<file path="config.mk">
export PLATFORM = sky130hd
export DESIGN_NAME = alu_normalize_flat
export DESIGN_NICKNAME = d
export VERILOG_FILES = /design/src/rtl/alu_normalize_if.sv /design/src/rtl/alu_normalize.sv /design/src/flat_wrapper.sv
export SDC_FILE = /design/constraint.sdc
export NUM_CORES = 1
export LEC_CHECK = 0
export ABC_AREA = 1
export CAP_MARGIN = 20
export CORE_MARGIN = 2
export CORE_UTILIZATION = 59
export DETAILED_ROUTE_END_ITERATION = 10
export GPL_TIMING_DRIVEN = 0
export PLACE_DENSITY = 0.87
export REMOVE_ABC_BUFFERS = 1
export SLEW_MARGIN = 0
export SYNTH_ARGS = -nofsm -noshare
export SYNTH_HDL_FRONTEND = slang
export SYNTH_SLANG_ARGS = --single-unit
</file>
<file path="constraint.sdc">
create_clock -name clk -period 7.17 [get_ports clk]
set_clock_uncertainty 0.2 [all_clocks]
set_input_delay 0.717 -clock clk [delete_from_list [all_inputs] [get_ports clk]]
set_output_delay 0.717 -clock clk [all_outputs]
set_load 0.02 [all_outputs]
</file>
<file path="src/rtl/alu_normalize_if.sv">
// rtl/alu_normalize_if.sv - request/result bundle for the normalize unit
interface alu_normalize_if;
    logic        start;
    logic [31:0] din;
    logic        sign_mode;
    logic        busy;
    logic        done;
    logic [31:0] dout;
    logic [4:0]  shamt;
    logic        zero;

    modport master (
        output start, din, sign_mode,
        input  busy, done, dout, shamt, zero
    );

    modport slave (
        input  start, din, sign_mode,
        output busy, done, dout, shamt, zero
    );
endinterface

</file>
<file path="src/rtl/alu_normalize.sv">
// rtl/alu_normalize.sv - iterative leading-zero / redundant-sign normalizer
module alu_normalize (
    input  logic           clk,
    input  logic           reset,
    alu_normalize_if.slave bus
);
    typedef enum logic [1:0] {
        IDLE = 2'd0,
        SCAN = 2'd1,
        DONE = 2'd2
    } state_t;

    state_t      state_q, state_d;
    logic [31:0] work_q, work_d;
    logic        mode_q, mode_d;
    logic [4:0]  shamt_q, shamt_d;
    logic [2:0]  k_q, k_d;
    logic        zero_q, zero_d;

    logic [4:0]  step;
    logic        lz_ok;
    logic        rs_ok;
    logic        take;

    assign step = 5'd1 << k_q;

    // Logical stages need the top 2^k bits clear; arithmetic stages need the
    // top 2^k+1 bits identical so the sign survives the shift.
    always_comb begin
        lz_ok = 1'b0;
        rs_ok = 1'b0;
        case (k_q)
            3'd4: begin
                lz_ok = (work_q[31:16] == 16'h0000);
                rs_ok = (work_q[31:15] == 17'h00000) || (work_q[31:15] == 17'h1ffff);
            end
            3'd3: begin
                lz_ok = (work_q[31:24] == 8'h00);
                rs_ok = (work_q[31:23] == 9'h000) || (work_q[31:23] == 9'h1ff);
            end
            3'd2: begin
                lz_ok = (work_q[31:28] == 4'h0);
                rs_ok = (work_q[31:27] == 5'h00) || (work_q[31:27] == 5'h1f);
            end
            3'd1: begin
                lz_ok = (work_q[31:30] == 2'b00);
                rs_ok = (work_q[31:29] == 3'b000) || (work_q[31:29] == 3'b111);
            end
            3'd0: begin
                lz_ok = ~work_q[31];
                rs_ok = (work_q[31] == work_q[30]);
            end
            default: begin
                lz_ok = 1'b0;
                rs_ok = 1'b0;
            end
        endcase
    end

    assign take = mode_q ? rs_ok : lz_ok;

    always_comb begin
        state_d = state_q;
        work_d  = work_q;
        mode_d  = mode_q;
        shamt_d = shamt_q;
        k_d     = k_q;
        zero_d  = zero_q;
        case (state_q)
            IDLE: begin
                if (bus.start) begin
                    work_d  = bus.din;
                    mode_d  = bus.sign_mode;
                    shamt_d = 5'd0;
                    k_d     = 3'd4;
                    zero_d  = (bus.din == 32'h0000_0000);
                    state_d = SCAN;
                end
            end
            SCAN: begin
                if (take) begin
                    work_d  = work_q << step;
                    shamt_d = shamt_q + step;
                end
                if (k_q == 3'd0) begin
                    state_d = DONE;
                end else begin
                    k_d = k_q - 3'd1;
                end
            end
            DONE: begin
                k_d     = 3'd4;
                state_d = IDLE;
            end
            default: begin
                state_d = IDLE;
            end
        endcase
    end

    always_ff @(posedge clk or negedge reset) begin
        if (!reset) begin
            state_q <= IDLE;
            work_q  <= 32'h0000_0000;
            mode_q  <= 1'b0;
            shamt_q <= 5'd0;
            k_q     <= 3'd4;
            zero_q  <= 1'b0;
        end else begin
            state_q <= state_d;
            work_q  <= work_d;
            mode_q  <= mode_d;
            shamt_q <= shamt_d;
            k_q     <= k_d;
            zero_q  <= zero_d;
        end
    end

    assign bus.busy  = (state_q != IDLE);
    assign bus.done  = (state_q == DONE);
    assign bus.dout  = work_q;
    assign bus.shamt = shamt_q;
    assign bus.zero  = zero_q;
endmodule

</file>
<file path="src/flat_wrapper.sv">
// flat-port wrapper written by rule: the top's interface ports become plain ports
module alu_normalize_flat 
  (clk, reset, bus_start, bus_din, bus_sign_mode, bus_busy, bus_done, bus_dout, bus_shamt, bus_zero);
  alu_normalize_if bus_i ();
  input  logic clk;
  input  logic reset;
  input wire logic [$bits(bus_i.start)-1:0] bus_start;
  input wire logic [$bits(bus_i.din)-1:0] bus_din;
  input wire logic [$bits(bus_i.sign_mode)-1:0] bus_sign_mode;
  output wire logic [$bits(bus_i.busy)-1:0] bus_busy;
  output wire logic [$bits(bus_i.done)-1:0] bus_done;
  output wire logic [$bits(bus_i.dout)-1:0] bus_dout;
  output wire logic [$bits(bus_i.shamt)-1:0] bus_shamt;
  output wire logic [$bits(bus_i.zero)-1:0] bus_zero;
  assign bus_i.start = bus_start;
  assign bus_i.din = bus_din;
  assign bus_i.sign_mode = bus_sign_mode;
  assign bus_busy = bus_i.busy;
  assign bus_done = bus_i.done;
  assign bus_dout = bus_i.dout;
  assign bus_shamt = bus_i.shamt;
  assign bus_zero = bus_i.zero;
  alu_normalize u_core (.clk(clk), .reset(reset), .bus(bus_i));
endmodule
</file>
## Word level (Yosys, flattened, before mapping)

Index checks and enable logic that the tools add are counted.

| word-level totals | value |
|---|---|
| bits in registers | 44 |
| input port bits | 36 |
| logic and storage cells | 63 |

| operators by class | value |
|---|---|
| $add $sub $neg | 2 |
| equal/unequal tests | 15 |
| shift-type cells | 2 |
| mux-type cells | 15 |
| bitwise gates (word level) | 1 |
| reduce and logical (&&, ||, !) cells | 22 |

Operators by type and width:

| kind | number |
|---|---|
| 32-bit two-way mux | 2 |
| 32-bit one-hot mux with 2 select lines | 1 |
| 32-bit zero test | 1 |
| 32-bit by 5-bit left shift with 32-bit output | 1 |
| 17-bit == test, second input constant | 1 |
| 17-bit zero test | 1 |
| 16-bit zero test | 1 |
| 5-bit two-way mux | 2 |
| 1-bit one-hot mux with 5 select lines | 2 |
| 5-bit one-hot mux with 2 select lines | 1 |
| 9-bit == test, second input constant | 1 |
| 9-bit zero test | 1 |
| 3-bit one-hot mux with 3 select lines | 1 |
| 8-bit zero test | 1 |
| 3-bit by 2-bit == test with 1-bit output, second input constant | 2 |
| 3-bit == test, second input constant | 2 |
| 3-bit zero test | 2 |
| 3-bit two-way mux | 2 |
| 3-bit AND reduction | 2 |
| 5-bit adder | 1 |
| 5-bit == test, second input constant | 1 |
| 5-bit zero test | 1 |
| 1-bit by 3-bit left shift with 5-bit output, first input constant | 1 |
| 2-bit zero test | 2 |
| other kinds (16) | 24 |

## Longest topological paths before layout

Gate-level depths: netlist of the first run.

| logic depth | value |
|---|---|
| word-level depth | 6 |
| mapped depth | 16 |
| gate-level depth less buffers | 15 |

## Least setup slack after synthesis of the first run

Ideal clock, no wire load.

| path | value |
|---|---|
| kind | reg2reg |
| from | register u_core.k_q[0] |
| to | register u_core.shamt_q[4], in the netlist u_core.bus.shamt[4] |
| arrival time | 2.067 ns |
| data required time | 6.853 ns |
| slack | 4.786 ns |
| stages on the path, launching flop included | 14 |
| buffers on the path | 1 |
| period minus slack after synthesis | 2.384 ns |
| path through | dfrtp_1 -> inv_1 -> ha_1 -> nand2_4 -> inv_2 -> buf_1 -> ha_1 -> nand2_1 -> nand2_1 -> a21oi_1 -> xor2_1 -> nor2_1 -> nand2_1 -> nand2_1 |

| on the way | value |
|---|---|
| cells in the longest elaborated chain, start to end | 5 |
| elaborated cells between the ends (all ways) | 14 |

Ends and longest elaborated chain:

| element | line | text |
|---|---|---|
| start, declared | alu_normalize.sv:17 | `logic [2:0] k_q, k_d;` |
| start signal, assigned | alu_normalize.sv:114 | `k_q <= k_d;` |
| branches (longest 5 deep; another with 5-bit adder) | - |  |
| end signal, assigned | alu_normalize.sv:113 | `shamt_q <= shamt_d;` |
| end, declared | alu_normalize.sv:16 | `logic [4:0] shamt_q, shamt_d;` |

Parallel ways; which one is timed is not known. The select of a mux whose other input is x is not followed.
A chain may end at the register's enable or synchronous reset.

## Worst setup path in the final report of the first run

| path | value |
|---|---|
| from | register u_core.k_q[2] |
| to | register u_core.work_q[13], in the netlist u_core.bus.dout[13] |

| on the way | value |
|---|---|
| cells in the longest elaborated chain, start to end | 5 |
| elaborated cells between the ends (all ways) | 14 |

Ends and longest elaborated chain:

| element | line | text |
|---|---|---|
| branches (longest 5 deep; another with 32-bit by 5-bit left shift with 32-bit output) | - |  |
| end signal, assigned | alu_normalize.sv:111 | `work_q <= work_d;` |
| end, declared | alu_normalize.sv:14 | `logic [31:0] work_q, work_d;` |

Parallel ways; which one is timed is not known. The select of a mux whose other input is x is not followed.

==> results.md, run 1 <==
Power and ir drop:
- The power density over the cells is 536.2 nW/um^2.
- Registers are responsible for 17.5% of the overall power.
- The net switching power of the design is 1.692 mW.
- The fraction of power consumed by combinational cells is 75.2%.
- Internal power comes to 1.184 mW.
- The analysis attributes to cell leakage a power of 2.758 nW.
- Across the VDD grid, the largest voltage drop is 0.4196 mV.
- Of the total power, the share spent switching nets is approximately 60%.
- The clock network fraction of total power is about 7.4%.

STA:
- The worst relative slew slack is about a quarter.
- At the pin with the least slew margin, the transition time is roughly 1.1 ns.
- Setup violations remaining at the end of the flow were counted as 0.
- The timing-limited maximum frequency is 0.2359 GHz.
- The number of max-slew violations in the final report is 0.
- The final hold violation count came to 0.
- Hold timing on the final database bottoms out at a slack of approximately 0.12 ns.
- For the final routed database, the setup TNS stands at 0 ns.
- Setup repair after global routing left no endpoint under its margin.
- The final critical path takes up between 50% and 60% of the cycle.
- The shortest clock period the worst path allows after layout is around 4.2 ns.

CTS:
- After clock tree synthesis, the clock-pin slew on the worst setup and hold paths is 0.11 ns.
- The number of cells upsized or downsized after cts is 0.
- Clock tree synthesis inserted a total of 5 buffers.
- The CTS tree is built.
- For the worst-skew pair, the clock arrives at the later sink with an insertion delay of roughly 0.32 ns.
- The H-tree depth is 2.
- The clock drives 44 sinks.
- Buffers inserted to repair hold after CTS numbered 0.
- The clock root buffer is clkbuf_8.
- The maximum buffer depth of the clock tree is 2.
- The number of setup buffers added after CTS is 0.

Placed design:
- After legalization and detailed placement, the total HPWL measured 11860 microns.
- The routability congestion estimate from global placement is 1.032.
- Including well taps, the total number of placed cells is 926.
- The count of buffers added on input and output ports is 75.

Floorplanning:
- The floorplan step defined a die boundary enclosing 8336 sq um.
- The die height is slightly above 90 microns.
- The I/O pin count is 76.
- The die is between 90 and 100 microns wide.
- The area of the placeable core is approximately 7300 sq um.
- The floorplan row count is 31.
- For this configuration, the core starts out at a cell density of 61.34%.

Critical path:
- The peak fanout along the critical path is 37.
- The type of element launching the critical path is a flip-flop.
- The most critical setup path has its startpoint at u_core.k_q[2].
- Traced cell by cell, the critical path runs through inv_2 -> nand2_4 -> inv_2 -> nor2_4 -> nand2_1 -> nand2_1 -> a21oi_1 -> nand2_1 -> buf_16 -> nand2_2 -> nand2_1 -> nand2_1.
- The most prevalent standard cell on the critical path is nand2_1.
- The worst setup path category is flip-flop to flip-flop.
- The sort of element at the end of the critical path is a flip-flop.
- The worst-path cell with the longest stage delay is nand2_2.
- Data on the critical path is required at its endpoint by 7.21 ns.
- The critical path arrival is 4.28 ns.
- The worst register-to-register path begins at u_core.k_q[2].
- The delay of the slowest cell on the worst path is roughly 0.60 ns.

Yosys:
- In the post-synthesis netlist, the biggest area contributors are nand3_1 (26%), nand2_1 (25%), dfrtp_1 (24%).
- The portion of synthesized cell area occupied by the leading cell type is about a quarter.
- In this run, distinct cell masters in the synthesized netlist total 35.
- The cell count after synthesis came out at approximately 800.
- The Yosys step of the flow raised 0 warnings.
- The total of flip-flops plus latches after synthesis is 44.
- The fraction of registers with async set/reset is 100.0%.
- The cell taking the most area after synthesis is nand3_1.
- The most used flip-flop cell after synthesis is dfrtp_1.
- The synthesized cell area is 4497 sq um.
- Dividing the synthesized area by the synthesized cell count gives 5.678 sq um.
- The number of enable-type register cells in the synthesized netlist is 0.
- The share of the yosys chip area belonging to registers is 24.51%.

Route:
- For this run, the detailed router's first-pass iteration total came to 6.
- The routed wire length is 16530 microns.
- The routed layout has a little under 6k vias.
- The DRC violation total after the first TritonRoute iteration is 741.
- The routed wire length per instance is about 18 microns.
- In the routed design, unresolved DRC markers number 0.
- Once detail routing completed, the nets flagged for antenna violations numbered 0.
- Dividing the detail-routed via count by the number of cells gives 6.216.

Final layout:
- The fill cell instance count of the final layout is 606.
- The final cell count without fillers is 936.
- The total number of nets in the final design is 883.
- The repair_antennas step left the layout with diodes totalling 0.
- The layout overhead on the synthesized area is 19.25%.
- In the final layout, the share of cells above drive strength 1 is ~3.5%.
- The core utilization of the finished layout is between 70% and 80%.

Worst hold path:
- The worst hold path class is primary input to async pin.

GRT:
- The via count of the first global-routing pass was slightly above 5k.
- In the global route stage, overall resource usage came out at between 30% and 40%.
- The overall overflow remaining after global route is 0.
- The number of antenna violations at the first check in global routing came to 0.
- Entering global routing, the biggest net connects 43 pins.
- The first global-routing pass estimated ~26000 microns of wire.

Run status:
- The run finished with clean final reports.

Flow run:
- The reported max-cap violation count is 0.
==> cell type report <==
cell class / instances / area [sq um] / area share [%]
multi-input cells: 647 / 2964 / 55.27
flip-flops and latches: 44 / 1102 / 20.56
repair buffers: 79 / 835.8 / 15.59
inverters: 59 / 221.5 / 4.130
well taps: 99 / 123.9 / 2.310
clock buffers: 5 / 68.82 / 1.283
clock inverters: 3 / 46.29 / 0.8633
==> final timing paths <==
path | depth (start not counted) | end | slack, ns
max | 12 | u_core.bus.dout[13] | 2.93
min | 1 | u_core.bus.dout[10] | 0.12
max reg2reg | 12 | u_core.bus.dout[13] | 2.93
min reg2reg | 1 | u_core.mode_q | 0.36
max in group asynchronous | 2 | u_core.k_q[2] | 6.07
min in group clk | 1 | u_core.mode_q | 0.36
==> stage by stage <==
step                      area [sq um]  worst slack, ns  total power, mW
after CTS                         5320            2.475            2.770
after detailed placement          5205            2.517            2.553
final                             5363            2.932            2.876
after floorplan                   4280            3.559            1.853
after global placement            5155            2.134            2.474
after global routing              5363            2.691            3.105
==> per-layer routing <==
metal  global-route usage, %  routed length, microns  vias to the layer above  part of all wire, %
li1                        -                       -                     2679                    -
met1                   55.03                    6346                     2603                   38
met2                   62.41                    7393                      466                   45
met3                   7.552                    2204                       70                   13
met4                   13.38                     586                        0                  3.5
met5                       0                       0                        -                    0
==> layout by cell type, fill, tap and decap left out <==
cell type,instances
a21oi_1,3
a22o_1,1
a22oi_1,1
buf_12,1
buf_16,2
buf_2,1
buf_8,1
bufinv_16,1
clkbuf_8,5
clkdlybuf4s50_1,74
clkinv_1,2
clkinvlp_4,1
dfrtp_1,43
dfstp_2,1
fa_1,1
ha_1,10
inv_1,53
inv_2,4
inv_6,1
mux2_2,1
nand2_1,297
nand2_2,4
nand2_4,1
nand3_1,237
nand4_1,2
nor2_1,53
nor2_2,2
nor2_4,2
nor3b_1,1
nor4_1,8
o21ai_0,12
o21ai_1,3
o21bai_1,1
o22ai_1,1
o31ai_1,1
or2_1,1
or2_2,1
xnor2_1,2
xor2_1,1
==> registers in the layout (all words and copies together), names as in the netlist <==
signal	count
u_core.bus.dout	32
u_core.bus.zero	1
u_core.mode_q	1
u_core.state_q	2
u_core.bus.shamt	5
u_core.k_q	3
==> logic make-up after synthesis <==
kind of cell,share of synthesized area (%)
buf+inv,9.738
flops,24.51
fa+ha+maj,3.228
xor+xnor,0.5844
mux,0.2504
simple gates,58.85
compound gates,2.838
==> cell usage after synthesis, types with 3 or more instances <==
library cell	count
buf_2	17
buf_1	10
inv_1	53
o21ai_0	12
nor2_2	3
buf_4	4
clkbuf_1	8
buf_6	3
nand2_1	298
nand2_2	3
dfrtp_1	43
nor2_1	53
inv_2	4
ha_1	10
nand3_1	237
nor4_1	8
a21oi_1	3
o21ai_1	3
==> power groups by stage <==
stage	sequential [mW]	clock (mW)	combinational, mW
2_1_floorplan	0.578	0	1.28
3_3_place_gp	0.495	0	1.98
3_5_place_dp	0.502	0	2.05
4_1_cts	0.498	0.211	2.06
5_1_grt	0.516	0.221	2.37
6_report	0.503	0.212	2.16
==> critical path: cells and delay by family (launching register included) <==
family	cells	cell delay, ns
flip-flops	1	0.43
AND/OR/NAND/NOR	8	2.03
buffers and inverters	3	1.35
AO/OA/AOI/OAI	1	0.12
(Power assumes the default switching activity.)
==> run 2: changes to the inputs <==
CORE_UTILIZATION = 55   (was 59)
PLACE_DENSITY = 0.82   (was 0.87)
clock period = 4.05 ns   (was 7.17 ns; I/O delays follow)
==> results.md, run 2 (synthesis results as in run 1) <==
Run status:
- The run finished with clean final reports.

STA:
- The share of the clock period used by the worst path is 94.26% (+35 points).
- The total setup violations reported at the end of the flow came to 0 (unchanged).
- Setup repair after global routing left no endpoint under its margin.
- The final hold violation count came to 0 (unchanged).
- The transition time at the pin with the least slew margin is 1.073 ns (-0.02955 ns).
- The timing-limited maximum frequency is 0.2619 GHz (+11%).
- The shortest clock period the worst path allows after layout came to 3.818 ns (-0.4209 ns).
- The worst relative slew slack is 28.05% (+1.6 points).
- The number of max-slew violations in the final report was 0 (unchanged).

Critical path:
- The critical path arrival was 3.88 ns (-0.40 ns).
- The type of element launching the critical path is a flip-flop.
- The number of stages on the worst setup path is 8 (-4).
- The launch instance of the worst register-to-register path is u_core.state_q[0].
- The setup path with the least slack is of type flip-flop to flip-flop.
- The worst-path cell with the longest stage delay is clkinv_1.
- The worst setup path startpoint is u_core.state_q[0].
- The buffering stage count on the worst path with inverters included came to 2 (-1).
- The data required time at the worst endpoint is 4.11 ns (-3.10 ns).
- The signal on the critical path passes through inv_1 -> nor2_2 -> clkinv_1 -> nor2_1 -> nand3_1 -> nand3_1 -> nand2_1 -> nand2_1.
- The path depth of the worst reg2reg path is 8 (-4).
- The delay of the slowest cell on the worst path is 1.01 ns (+0.41 ns).
- The cell family contributing the most delay on the critical path is simple AND/OR/NAND/NOR gates.
- The worst setup path is captured at a flip-flop.
- The peak fanout along the critical path is 34 (-8.1%).

Floorplanning:
- The area of the die is 8915 sq um (+7.0%).
- The floorplan row count came to 32 (+3.2%).
- The I/O pin count is 76 (unchanged).
- The area of the placeable core is 7807 sq um (+6.5%).
- The die height is 94.42 microns (+3.4%).
- The x dimension of the die is 94.42 microns (+3.4%).
- The starting density of the core is 57.60% (-3.7 points).

CTS:
- The total CTS buffers is 5 (unchanged).
- The clock-pin slew on the worst setup and hold paths is 0.10 ns (about the same).
- The maximum buffer depth of the clock tree was 2 (unchanged).
- The number of sinks on the clock net is 44 (unchanged).
- The clock root buffer is clkbuf_8.
- The CTS tree is built.
- The number of setup buffers added after CTS came to 0 (unchanged).
- The H-tree depth is 2 (unchanged).
- The worst-skew pair later-pin latency is 0.32 ns (about the same).

Route:
- The routed length on met2 came to 7558 microns (+2.2%).
- The detail-routed via count per cell is 6.161 (-0.89%).
- The routed wire length on met3 is 1935 microns (-12%).
- The number of search-and-repair iterations in the first detailed-routing pass came to 6 (unchanged).
- The routed wire length came to 16930 microns (+2.4%).
- The antenna violation net count after detailed routing is 0 (unchanged).
- The routed wire length per instance is 18.01 microns (+2.0%).
- After detailed routing, no signal wire sits above met4.
- The detailed-route DRC error count came to 0 (unchanged).
- The total via count after detailed routing is 5791 (-0.46%).
- The DRC violation total after the first TritonRoute iteration came to 558 (-25%).
- The detailed-routing wirelength on met1 came to 6849 microns (+7.9%).

GRT:
- The via count of the first global-routing pass came to 5170 (-0.14%).
- The first-pass GRT wire length is 27070 microns (+2.3%).
- The overall track demand over capacity in global routing is 39.07% (-0.70 points).
- The number of antenna violations at the first check in global routing came to 0 (unchanged).
- The overall overflow remaining after global route is 0 (unchanged).
- The pin count of the biggest net entering global routing came to 43 (unchanged).

Flow run:
- The reported max-cap violation count is 0 (unchanged).

Final layout:
- The most common cell after layout, fill and taps aside is nand2_1.
- The flip-flop count of the largest register, all copies and words added is 32 (unchanged).
- The final cell count without fillers came to 940 (+0.43%).
- The fraction of final layout cells sized beyond drive strength 1 is 3.699% (+0.23 points).
- The total number of nets in the final design came to 884 (+0.11%).
- In the layout the commonest cells are nand2_1 (296), nand3_1 (237), clkdlybuf4s50_1 (74).
- The layout overhead on the synthesized area is 19.59%.
- The area of all placed cells without fillers is 5378 sq um (+0.28%).
- The count of inserted antenna diode cells is 0 (unchanged).
- The core utilization of the finished layout is 68.88% (-4.3 points).

Placed design:
- The routability congestion estimate from global placement was 1.020 (-1.2%).
- The post-place instance area is 5224 sq um (+0.36%).
- The HPWL after detailed placement is 12170 microns (+2.7%).
- The placed cell count was 930 (+0.43%).
- The port buffer count came to 75 (unchanged).

Power and ir drop:
- The static leakage came to 2.758 nW (about the same).
- The power density over the cells is 938.1 nW/um^2 (+75%).
- The maximum VDD drop is 0.8005 mV (+91%).

Worst hold path:
- The number of stages on the worst hold path is 2.
- In this run the worst hold path is classified as flip-flop to flip-flop.
- The launch point of the worst hold path is u_core.bus.dout[12].
run 2: cell types whose count changed in the layout (fill, tap and decap cells not counted):
cell,change
inv_6,-1
ha_1,-1
nand2_2,-1
clkinv_4,+1
dlygate4sd3_1,+1
bufinv_16,-1
ha_2,+1
nand2_4,+1
nand2_8,+1
clkinvlp_4,+1
nand2_1,-1
run 2: layer usage:
layer / vias up / track usage (%)
met5: - / 0
met2: 398 / 61.43
li1: 2685 / -
met3: 54 / 5.906
met4: 0 / 11.71
met1: 2654 / 55.56
run 2: where the power goes:
group          internal [mW]  total (mW)  switching [mW]
logic                   1.27        3.82            2.56
registers              0.640       0.907           0.267
clock network          0.123       0.314           0.191
total                   2.03        5.04            3.01
run 2: cell type report:
| type | count | area (sq um) |
|---|---|---|
| Timing Repair Buffer | 80 | 845.8 |
| Fill cell | 744 | 2430 |
| Clock inverter | 3 | 23.77 |
| Inverter | 59 | 221.5 |
| Clock buffer | 5 | 68.82 |
| Sequential cell | 44 | 1102 |
| Tap cell | 102 | 127.6 |
| Multi-Input combinational cell | 647 | 2988 |
run 2: final timing paths:
| kind | to | slack [ns] |
|---|---|---|
| max | u_core.bus.dout[27] | 0.23 |
| min | u_core.bus.dout[12] | 0.35 |
| max reg2reg | u_core.bus.dout[27] | 0.23 |
| min reg2reg | u_core.bus.dout[12] | 0.35 |
| max in group asynchronous | u_core.k_q[2] | 2.68 |
| min in group asynchronous | u_core.bus.dout[18] | 0.36 |
run 2: worst reg2reg max path: cells and delay by family (launching register included):
| kind | cells | cell delay [ns] |
|---|---|---|
| flops | 1 | 0.40 |
| simple gates | 6 | 2.08 |
| buf+inv | 2 | 1.08 |
run 2: metrics by stage:
stage / power [mW] / setup WS, ns / hold slack, ns / TNS, ns
floorplan: 3.281 / 0.4388 / -0.09059 / 0
global placement: 4.407 / -1.065 / 0.3166 / -36.84
detailed placement: 4.561 / -0.6869 / 0.1955 / -23.18
CTS: 4.896 / 0.09062 / 0.3462 / 0
global route: 5.450 / 0.1571 / 0.3795 / 0
finish: 5.045 / 0.2324 / 0.3476 / 0
run 2: timing repair:
action / 4_1_cts / 5_1_grt
hold buffers: 1 / 0
endpoints found under the hold margin: 18 / 0
setup endpoints to repair: 37 / 37
resized for setup: 3 / 2
